--- src/rtl/matrix_link_receiver_pkg.sv ---
// Shared types and width helpers for the matrix link receiver.
// Optional statistics counters are enabled by defining MATRIX_RX_STATS_EN.
package matrix_link_pkg;

    typedef enum logic {
        RX_IDLE,
        RX_SHIFT
    } rx_state_t;

    // Bits needed to hold the values 0..n inclusive.
    function automatic int unsigned cnt_width(input int unsigned n);
        return (n < 2) ? 1 : $clog2(n + 1);
    endfunction

    localparam int unsigned BIT_CNT_W  = $clog2(8 + 1);
    localparam int unsigned IDLE_CNT_W = $clog2(64 + 1);

endpackage

--- src/rtl/matrix_link_receiver_if.sv ---
// Word-delivery handshake between the receiver (master) and its consumer (slave).
interface matrix_link_receiver_if #(
    parameter int unsigned CHANNEL_NUMBER = 3,
    parameter int unsigned SPI_SIZE       = 8
);

    logic [CHANNEL_NUMBER-1:0][SPI_SIZE-1:0] data_out;
    logic                                    data_valid;
    logic                                    data_ready;
    logic                                    overrun;
    logic                                    sync_error;

    modport master (
        output data_out,
        output data_valid,
        output overrun,
        output sync_error,
        input  data_ready
    );

    modport slave (
        input  data_out,
        input  data_valid,
        input  overrun,
        input  sync_error,
        output data_ready
    );

endinterface

--- src/rtl/matrix_link_receiver_link_sync_edge.sv ---
// Multi-stage synchroniser for one asynchronous pin with a registered rising-edge pulse.
module link_sync_edge #(
    parameter int unsigned SYNC_STAGES = 2
) (
    input  logic clk,
    input  logic rst_n,
    input  logic i_async,
    output logic o_rise
);

    logic [SYNC_STAGES-1:0] r_sync;
    logic                   r_dly;
    logic                   r_rise;

    always_ff @(posedge clk or negedge rst_n) begin
        if (!rst_n) begin
            r_sync <= '0;
            r_dly  <= 1'b0;
            r_rise <= 1'b0;
        end else begin
            r_sync <= {r_sync[SYNC_STAGES-2:0], i_async};
            r_dly  <= r_sync[SYNC_STAGES-1];
            r_rise <= r_sync[SYNC_STAGES-1] & ~r_dly;
        end
    end

    assign o_rise = r_rise;

endmodule

--- src/rtl/matrix_link_receiver.sv ---
// Loopback receiver: deserialises parallel SPI MOSI lanes and decodes a 595-style column stream.
// Define MATRIX_RX_STATS_EN to add word/error/column statistics counters.
module matrix_link_receiver
    import matrix_link_pkg::*;
#(
    parameter int unsigned CHANNEL_NUMBER = 3,
    parameter int unsigned SPI_SIZE       = 8,
    parameter bit          MSB_FIRST      = 1'b1,
    parameter int unsigned COLUMN_BITS    = 16,
    parameter int unsigned SYNC_STAGES    = 2,
    parameter int unsigned TIMEOUT_CYCLES = 64
) (
    input  logic                           clk,
    input  logic                           rst_n,
    input  logic                           spi_clk,
    input  logic [CHANNEL_NUMBER-1:0]      spi_mosi,
    input  logic                           ser_clk,
    input  logic                           ser_data,
    input  logic                           ser_stcp,
    input  logic                           ser_n_enable,
    matrix_link_receiver_if.master         rx_if,
    output logic [COLUMN_BITS-1:0]         column_out,
    output logic [$clog2(COLUMN_BITS)-1:0] column_index,
    output logic                           column_onehot,
    output logic                           column_valid,
    output logic                           output_enabled
`ifdef MATRIX_RX_STATS_EN
    ,
    output logic [31:0]                    word_count,
    output logic [15:0]                    error_count,
    output logic [15:0]                    column_count
`endif
);

    localparam int unsigned BitCntW  = cnt_width(SPI_SIZE);
    localparam int unsigned IdleCntW = cnt_width(TIMEOUT_CYCLES);
    localparam int unsigned IdxW     = $clog2(COLUMN_BITS);
    localparam int unsigned PipeW    = CHANNEL_NUMBER + 2;

    typedef logic [CHANNEL_NUMBER-1:0][SPI_SIZE-1:0] word_t;

    // Level synchronisers one stage longer than the edge synchronisers' sync chain so every
    // sampled level lines up with the registered rise pulses.
    logic [PipeW-1:0] r_pipe [SYNC_STAGES+1];

    logic [CHANNEL_NUMBER-1:0] w_mosi;
    logic                      w_ser_data;
    logic                      w_spi_rise;
    logic                      w_sclk_rise;
    logic                      w_stcp_rise;

    always_ff @(posedge clk or negedge rst_n) begin
        if (!rst_n) begin
            for (int i = 0; i <= SYNC_STAGES; i++) r_pipe[i] <= '0;
        end else begin
            r_pipe[0] <= {~ser_n_enable, ser_data, spi_mosi};
            for (int i = 1; i <= SYNC_STAGES; i++) r_pipe[i] <= r_pipe[i-1];
        end
    end

    assign w_mosi         = r_pipe[SYNC_STAGES][CHANNEL_NUMBER-1:0];
    assign w_ser_data     = r_pipe[SYNC_STAGES][CHANNEL_NUMBER];
    assign output_enabled = r_pipe[SYNC_STAGES][CHANNEL_NUMBER+1];

    link_sync_edge #(.SYNC_STAGES(SYNC_STAGES)) u_sync_spi_clk (
        .clk    (clk),
        .rst_n  (rst_n),
        .i_async(spi_clk),
        .o_rise (w_spi_rise)
    );

    link_sync_edge #(.SYNC_STAGES(SYNC_STAGES)) u_sync_ser_clk (
        .clk    (clk),
        .rst_n  (rst_n),
        .i_async(ser_clk),
        .o_rise (w_sclk_rise)
    );

    link_sync_edge #(.SYNC_STAGES(SYNC_STAGES)) u_sync_ser_stcp (
        .clk    (clk),
        .rst_n  (rst_n),
        .i_async(ser_stcp),
        .o_rise (w_stcp_rise)
    );

    rx_state_t             r_state;
    logic [BitCntW-1:0]    r_bit_cnt;
    logic [IdleCntW-1:0]   r_idle_cnt;
    word_t                 r_shift;
    word_t                 w_shift_nxt;
    word_t                 r_data;
    logic                  r_valid;
    logic                  r_overrun;
    logic                  r_sync_error;
    logic                  w_done;
    logic                  w_timeout;
    logic                  w_overrun_evt;

    always_comb begin
        w_shift_nxt = r_shift;
        for (int c = 0; c < CHANNEL_NUMBER; c++) begin
            if (MSB_FIRST) begin
                w_shift_nxt[c] = {r_shift[c][SPI_SIZE-2:0], w_mosi[c]};
            end else begin
                w_shift_nxt[c] = {w_mosi[c], r_shift[c][SPI_SIZE-1:1]};
            end
        end
    end

    assign w_done        = (r_state == RX_SHIFT) && w_spi_rise &&
                           (r_bit_cnt == BitCntW'(SPI_SIZE - 1));
    assign w_timeout     = (r_state == RX_SHIFT) && !w_spi_rise &&
                           (r_idle_cnt == IdleCntW'(TIMEOUT_CYCLES - 1));
    assign w_overrun_evt = w_done && r_valid && !rx_if.data_ready;

    always_ff @(posedge clk or negedge rst_n) begin
        if (!rst_n) begin
            r_state      <= RX_IDLE;
            r_bit_cnt    <= '0;
            r_idle_cnt   <= '0;
            r_shift      <= '0;
            r_data       <= '0;
            r_valid      <= 1'b0;
            r_overrun    <= 1'b0;
            r_sync_error <= 1'b0;
        end else begin
            r_sync_error <= 1'b0;

            if (w_spi_rise) begin
                r_idle_cnt <= '0;
                r_shift    <= w_shift_nxt;
            end else if (r_idle_cnt != IdleCntW'(TIMEOUT_CYCLES)) begin
                r_idle_cnt <= r_idle_cnt + IdleCntW'(1);
            end

            case (r_state)
                RX_IDLE: begin
                    if (w_spi_rise) begin
                        r_state   <= RX_SHIFT;
                        r_bit_cnt <= BitCntW'(1);
                    end
                end
                RX_SHIFT: begin
                    if (w_done) begin
                        r_state   <= RX_IDLE;
                        r_bit_cnt <= '0;
                    end else if (w_spi_rise) begin
                        r_bit_cnt <= r_bit_cnt + BitCntW'(1);
                    end else if (w_timeout) begin
                        r_state      <= RX_IDLE;
                        r_bit_cnt    <= '0;
                        r_shift      <= '0;
                        r_sync_error <= 1'b1;
                    end
                end
                default: r_state <= RX_IDLE;
            endcase

            // A completion always wins over a transfer so the newest word is never dropped.
            if (w_done) begin
                r_data  <= w_shift_nxt;
                r_valid <= 1'b1;
                if (w_overrun_evt) r_overrun <= 1'b1;
            end else if (r_valid && rx_if.data_ready) begin
                r_valid <= 1'b0;
            end
        end
    end

    assign rx_if.data_out   = r_data;
    assign rx_if.data_valid = r_valid;
    assign rx_if.overrun    = r_overrun;
    assign rx_if.sync_error = r_sync_error;

    logic [COLUMN_BITS-1:0] r_colshift;
    logic [COLUMN_BITS-1:0] r_column;
    logic                   r_col_valid;
    logic [IdxW-1:0]        w_col_index;

    // Latching reads the pre-shift register when both clocks rise together.
    always_ff @(posedge clk or negedge rst_n) begin
        if (!rst_n) begin
            r_colshift  <= '0;
            r_column    <= '0;
            r_col_valid <= 1'b0;
        end else begin
            if (w_sclk_rise) r_colshift <= {r_colshift[COLUMN_BITS-2:0], w_ser_data};
            if (w_stcp_rise) r_column <= r_colshift;
            r_col_valid <= w_stcp_rise;
        end
    end

    always_comb begin
        w_col_index = '0;
        for (int i = COLUMN_BITS - 1; i >= 0; i--) begin
            if (r_column[i]) w_col_index = IdxW'(i);
        end
    end

    assign column_out    = r_column;
    assign column_index  = w_col_index;
    assign column_onehot = $onehot(r_column);
    assign column_valid  = r_col_valid;

`ifdef MATRIX_RX_STATS_EN
    logic [31:0] r_word_cnt;
    logic [15:0] r_err_cnt;
    logic [15:0] r_col_cnt;

    always_ff @(posedge clk or negedge rst_n) begin
        if (!rst_n) begin
            r_word_cnt <= '0;
            r_err_cnt  <= '0;
            r_col_cnt  <= '0;
        end else begin
            if (w_done) r_word_cnt <= r_word_cnt + 32'd1;
            if (w_overrun_evt || w_timeout) r_err_cnt <= r_err_cnt + 16'd1;
            if (w_stcp_rise) r_col_cnt <= r_col_cnt + 16'd1;
        end
    end

    assign word_count   = r_word_cnt;
    assign error_count  = r_err_cnt;
    assign column_count = r_col_cnt;
`endif

endmodule

--- src/flat_wrapper.sv ---
// flat-port wrapper written by rule: the top's interface ports become plain ports
module matrix_link_receiver_flat import matrix_link_pkg::*;
#(
    parameter int unsigned CHANNEL_NUMBER = 3,
    parameter int unsigned SPI_SIZE       = 8,
    parameter bit          MSB_FIRST      = 1'b1,
    parameter int unsigned COLUMN_BITS    = 16,
    parameter int unsigned SYNC_STAGES    = 2,
    parameter int unsigned TIMEOUT_CYCLES = 64
)
  (clk, rst_n, spi_clk, spi_mosi, ser_clk, ser_data, ser_stcp, ser_n_enable, column_out, column_index, column_onehot, column_valid, output_enabled, rx_if_data_out, rx_if_data_valid, rx_if_overrun, rx_if_sync_error, rx_if_data_ready);
  matrix_link_receiver_if #(.CHANNEL_NUMBER(CHANNEL_NUMBER), .SPI_SIZE(SPI_SIZE)) rx_if_i ();
  input  logic clk;
  input  logic rst_n;
  input  logic spi_clk;
  input  logic [CHANNEL_NUMBER-1:0] spi_mosi;
  input  logic ser_clk;
  input  logic ser_data;
  input  logic ser_stcp;
  input  logic ser_n_enable;
  output logic [COLUMN_BITS-1:0] column_out;
  output logic [$clog2(COLUMN_BITS)-1:0] column_index;
  output logic column_onehot;
  output logic column_valid;
  output logic output_enabled;
  output wire logic [$bits(rx_if_i.data_out)-1:0] rx_if_data_out;
  output wire logic [$bits(rx_if_i.data_valid)-1:0] rx_if_data_valid;
  output wire logic [$bits(rx_if_i.overrun)-1:0] rx_if_overrun;
  output wire logic [$bits(rx_if_i.sync_error)-1:0] rx_if_sync_error;
  input wire logic [$bits(rx_if_i.data_ready)-1:0] rx_if_data_ready;
  assign rx_if_data_out = rx_if_i.data_out;
  assign rx_if_data_valid = rx_if_i.data_valid;
  assign rx_if_overrun = rx_if_i.overrun;
  assign rx_if_sync_error = rx_if_i.sync_error;
  assign rx_if_i.data_ready = rx_if_data_ready;
  matrix_link_receiver #(.CHANNEL_NUMBER(CHANNEL_NUMBER), .SPI_SIZE(SPI_SIZE), .MSB_FIRST(MSB_FIRST), .COLUMN_BITS(COLUMN_BITS), .SYNC_STAGES(SYNC_STAGES), .TIMEOUT_CYCLES(TIMEOUT_CYCLES)) u_core (.clk(clk), .rst_n(rst_n), .spi_clk(spi_clk), .spi_mosi(spi_mosi), .ser_clk(ser_clk), .ser_data(ser_data), .ser_stcp(ser_stcp), .ser_n_enable(ser_n_enable), .rx_if(rx_if_i), .column_out(column_out), .column_index(column_index), .column_onehot(column_onehot), .column_valid(column_valid), .output_enabled(output_enabled));
endmodule
--- config.mk ---
export PLATFORM = sky130hd
export DESIGN_NAME = matrix_link_receiver_flat
export DESIGN_NICKNAME = d
export VERILOG_FILES = /design/src/rtl/matrix_link_receiver_pkg.sv /design/src/rtl/matrix_link_receiver_if.sv /design/src/rtl/matrix_link_receiver_link_sync_edge.sv /design/src/rtl/matrix_link_receiver.sv /design/src/flat_wrapper.sv
export SDC_FILE = /design/constraint.sdc
export NUM_CORES = 1
export LEC_CHECK = 0
export BUFFER_PORTS_ARGS = -buffer_cell sky130_fd_sc_hd__buf_2
export CORE_ASPECT_RATIO = 1.5
export CORE_MARGIN = 10
export CORE_UTILIZATION = 35
export CTS_CLUSTER_DIAMETER = 200
export DETAILED_ROUTE_END_ITERATION = 10
export GPL_ROUTABILITY_DRIVEN = 0
export PLACE_DENSITY = 0.62
export SLEW_MARGIN = 15
export SYNTH_ARGS = -nofsm -noshare
export SYNTH_HDL_FRONTEND = slang
export SYNTH_SLANG_ARGS = --single-unit
--- constraint.sdc ---
create_clock -name clk -period 10.15 [get_ports clk]
set_input_delay 0 -clock clk [delete_from_list [all_inputs] [get_ports clk]]
set_output_delay 0 -clock clk [all_outputs]
set_load 0.01 [all_outputs]
# Word-level counts from Yosys, hierarchy flattened
# Cells that the tools add are included.
# classes
n_addsub,17
eq_ne,6
n_mux,39
bitwise_logic,8
n_reduce_logical,13
# ops
op,n
$mux W24,5
$mux W4,20
$add A5 B5 Y5,7
$add A1 B1 Y2,8
$mux W7,2
$mux W1,10
$pmux W4 S2,1
$add A7 B1 Y7 const B,1
$eq A7 B6 Y1 const B,1
$logic_and A1 B1 Y1,7
$ne A7 B7 Y1 const B,1
$eq A5 B1 Y1 const B,1
$not A1 Y1,5
$add A4 B1 Y4 const B,1
$eq A4 B3 Y1 const B,1
$ne A4 B4 Y1 const B,1
$reduce_and A2 Y1,2
$reduce_bool A2 Y1,2
$and A1 B1 Y1,3
$logic_not A1 Y1,2
$ne A2 B2 Y1 const B,1
$pmux W1 S2,1
# word_totals
register_bits,123
input_bits,11
output_inout_bits,50
wordCells,110

# Depth between registers and ports, before layout
# logic_depth
word_depth,16
ltp_mapped,15
mapped_depth_nobuf,15

# Modules after synthesis
# A second synthesis with hierarchy kept.
# unflattened
hier_cells,391
hier_area_um2,4877.2
# by_module_without_submodules
mod,instances,cells_each,area_per_inst_um2,seq_area_each_um2
matrix_link_receiver,1,376,4535.6,2702.6
link_sync_edge,3,5,113.9,100.1

# Worst setup path after synthesis
# No wires, ideal clock.
# synth_timing
kind,reg-to-output
from,"reg u_core.r_column[14], in the netlist u_core.column_out[14]"
to,out column_onehot
arrival_time_ps,3734
required_ps,10150
slack_ps,6416
stages_incl_launch_ff,13
path_buffers,0
cell_sequence,dfrtp_1 > inv_1 > ha_1 > inv_1 > fa_1 > fa_1 > fa_1 > inv_1 > fa_1 > ha_1 > fa_1 > o21ai_0 > and4b_1
# synth_via
elab_chain_len,5
# synth_lines
item,line,rtl
"start, declared",matrix_link_receiver.sv:176,logic [COLUMN_BITS-1:0] r_column;
"start signal, assigned",matrix_link_receiver.sv:188,if (w_stcp_rise) r_column <= r_colshift;
$add A1 B1 Y2 (not written as such),matrix_link_receiver.sv:202,assign column_onehot = $onehot(r_column);
$add A5 B5 Y5 (not written as such) (3 in series),matrix_link_receiver.sv:202,
$eq A5 B1 Y1,matrix_link_receiver.sv:202,
"end, declared",flat_wrapper.sv:23,output logic column_onehot;
# Every way passes these cells.

# Worst setup path in the final report
# layout_timing
from,"reg u_core.r_column[15], in the netlist u_core.column_out[15]"
to,out column_onehot
# Same word-level chain as after synthesis.

==> summary.md <==
| Metric | Value |
|---|---|
| Total grt overflow | 0 |
| Final wirelength | between 9000 and 10000 um |
| Sink Count | between 100 and 150 |
| Initial antenna violation count | 0 |
| Cell leakage power | 3.02 nW |
| Max-cap viol count | 0 |
| Outcome | completed |
| Core area | about 14000 sq um |
| Max VDD drop | 0.000306 V |
| Pwr dens | ~340 nW/um^2 |
| Drt wl/cell | approximately 14 um |
| Period Utilization, post-route | 0.423 |
| CTS tree | yes |
| CP startpoint kind | flip-flop |
| EDFF count, synth | 0 |
| Synth Area in Adders | 0.0891 |
| Largest net degree at the start of global routing | just over 70 |
| Post-synthesis cell area | 5000 sq um |
| Final setup viols | 0 |
| Post-synth top flop | dfrtp_1 |
| Share of the synthesized area in the top cell type | 0.600 |
| Cell Rows | 53 |
| Largest family of logic cells by synthesized area | multiplexers |
| Final slew viol count | 0 |
| Vias after detailed routing | between 3000 and 4000 |
| Crit path largest cell delay | about 550 ps |
| CTS H-tree lvls | 4 |
| DRT antenna net count | 0 |
| Final Skew | approximately 9.9 ps |
| Clock tree buffer depth | 2 |
| Most common cell in the synthesized netlist | dfrtp_1 |
| Post-DP HPWL | about 6400 um |
| Asr flop ratio synth | 1.00 |
| Min-Delay Path Class | input pin to flip-flop |
| Post-Syn Instances | just under 400 |
| Unrepaired setup endpoints after global routing | false |
| Post-route DRC | 0 |
| Largest area contributor in the netlist | dfrtp_1 |
| Slowest cell on the critical path | fa_1 |
| Slew headroom | 0.408 |
| Synth Net Count | 435 |
| Post-DR vias/cell | between 4 and 5 |
| Clock slew at reported path FFs | roughly 50 ps |
| Setup Crit Path Kind | flip-flop to primary output |
| GRT Overall Usage | 0.100 |
| CTS root buf | clkbuf_16 |
| Crit path DAT | 4290 ps |
| Final Cell Area | ~6000 sq um |
| XOR/XNOR Fraction of Synth Area | 0.0105 |
| DR iter-0 viols | around 130 |
| Synth Area in Compound Gates | 0.0580 |
| F_max | around 0.23 GHz |
| Mux contribution to synthesized area | 0.117 |
| I/O pin count | approximately 60 |
| Placement Cell Area | roughly 5500 sq um |
| CP Data Required Time | between 10000 and 15000 ps |
| Die Y | between 150 and 200 um |
| Simple-Gate Fraction of Synth Area | 0.0833 |
| Synth unique cells | 40 |
| Skew-Pair Late Insertion Delay | about 400 ps |
| Port Buffer Count | 60 |
| First-pass GRT wire length | roughly 16000 um |
| Yosys reg bits | 120 |
| CP dominant cell by count | fa_1 |
| Die area | between 15000 and 20000 sq um |
| Cells along the critical path | inv_1, ha_1, inv_1, fa_1, fa_1, fa_1, inv_1, fa_1, ha_1, fa_1, o21ai_0, and4b_1, buf_2 |
| Critical path endpoint category | primary output |
| Top cells by area, synth | dfrtp_1 (60%), mux2_2 (11%), ha_1 (4.5%) |
| Post-CTS Setup Bufs | 0 |
| Seq/Total Area, Yosys | 0.600 |
| Die width | about 120 um |
| Vias in the first global route | around 3400 |
| Final setup TNS | 0 ps |
| Crit path max fanout | 4 |
| Final Hold Viols | 0 |
| Post-synth top cells | dfrtp_1 (120), nand2_1 (53), mux2_2 (51), inv_1 (30), o21ai_0 (20) |
| Fin crit period | about 4300 ps |
| Mean Syn Cell Area | roughly 13 sq um |
| Initial DRT Pass Iterations | 4 |
| Warnings from Yosys | 0 |
| Area growth syn-to-layout | 22.6% |
| Layout cells sized above 1 | 0.303 |
| Total CTS buffers | 17 |
| Starting Density | 0.357 |
| Least-Margin Pin Slew | around 890 ps |
| Ant. Diodes | 0 |
| Nets | just over 500 |
==> power breakdown <==
part           internal, mW  leakage (nW)  switching (mW)
clock                 0.370         0.272           0.199
sequential            0.594          1.53          0.0989
combinational         0.394          1.22           0.410
total                  1.36          3.02           0.708
==> path summary, 6_finish.rpt <==
path | from | to | slack, ps | depth (start not counted)
max | u_core.column_out[15] | column_onehot | 5860 | 13
min | spi_clk | u_core.u_sync_spi_clk.r_sync[0] | 240 | 2
max reg2reg | u_core.r_idle_cnt[0] | u_core.r_bit_cnt[3] | 8230 | 5
min reg2reg | u_core.u_sync_spi_clk.r_sync[0] | u_core.u_sync_spi_clk.r_sync[1] | 350 | 0
max in group asynchronous | rst_n | u_core.r_bit_cnt[3] | 8700 | 3
min in group asynchronous | rst_n | u_core.rx_if.data_out[11] | 270 | 2
==> flip-flops by register name (all words and copies together), names as in the netlist, 2 cells and up <==
register,cells
u_core.u_sync_ser_clk.r_sync,2
u_core.u_sync_ser_stcp.r_sync,2
u_core.r_bit_cnt,4
u_core.r_idle_cnt,7
u_core.rx_if.data_out,24
u_core.r_colshift,16
u_core.column_out,16
u_core.r_shift,21
u_core.u_sync_spi_clk.r_sync,2
u_core.r_pipe,14
==> critical path, delay by kind of cell, from the launching register on <==
kind	cells	cell delay (ps)
fa+ha+maj	7	2860
buf+inv	4	300
compound gates	1	160
flops	1	380
simple gates	1	180
==> what timing repair did <==
action / 4_1_cts / 5_1_grt
endpoints found under the hold margin: 80 / 0
hold buffers: 10 / 0
resized for setup: 0 / 0
==> cells in the final DEF, fill, tap and decap left out, types with 3 or more instances in the layout <==
cell / instances
ha_1: 18
clkbuf_1: 3
o21ai_0: 20
fa_1: 11
nand2_1: 53
inv_1: 30
clkbuf_16: 17
buf_4: 4
clkinv_2: 3
nor2_1: 17
o21ai_1: 11
xnor2_1: 4
mux2_2: 51
a21oi_1: 7
dlygate4sd3_1: 10
nand3_1: 7
dfrtp_1: 120
nor2b_1: 3
buf_2: 59
==> metrics by stage <==
| step | util | hold WS (ps) | instances | setup WS [ps] | power [mW] |
|---|---|---|---|---|---|
| after detailed placement | 0.391 | 109 | 634 | 6260 | 1.53 |
| after CTS | 0.438 | 226 | 674 | 5820 | 2.11 |
| after global routing | 0.438 | 237 | 674 | 5610 | 2.28 |
| after floorplan | - | -296 | 395 | 6420 | 1.26 |
| final | 0.438 | 240 | 674 | 5860 | 2.07 |
| after global placement | 0.391 | 111 | 634 | 6330 | 1.48 |
==> routing by layer <==
metal,global-route usage,part of all wire
met1,0.116,0.44
met2,0.164,0.50
met3,0.0340,0.039
met4,0.0469,0.017
met5,0,0
==> cell families after synthesis <==
logic type / after synthesis
flip-flops: 120
AND/OR/NAND/NOR: 92
multiplexers: 52
AO/OA/AOI/OAI: 50
buffers and inverters: 46
adder cells (fa/ha/maj): 29
XOR/XNOR: 6
==> cell type report <==
class,instances,area (sq um)
fill,1280,7860
multi-input combinational,229,1790
clock inverter,8,98.8
tap,192,240
inverter,30,113
timing repair buffer,73,425
sequential,120,3000
clock buffer,22,464
Power figures use the tool's default switching activity.
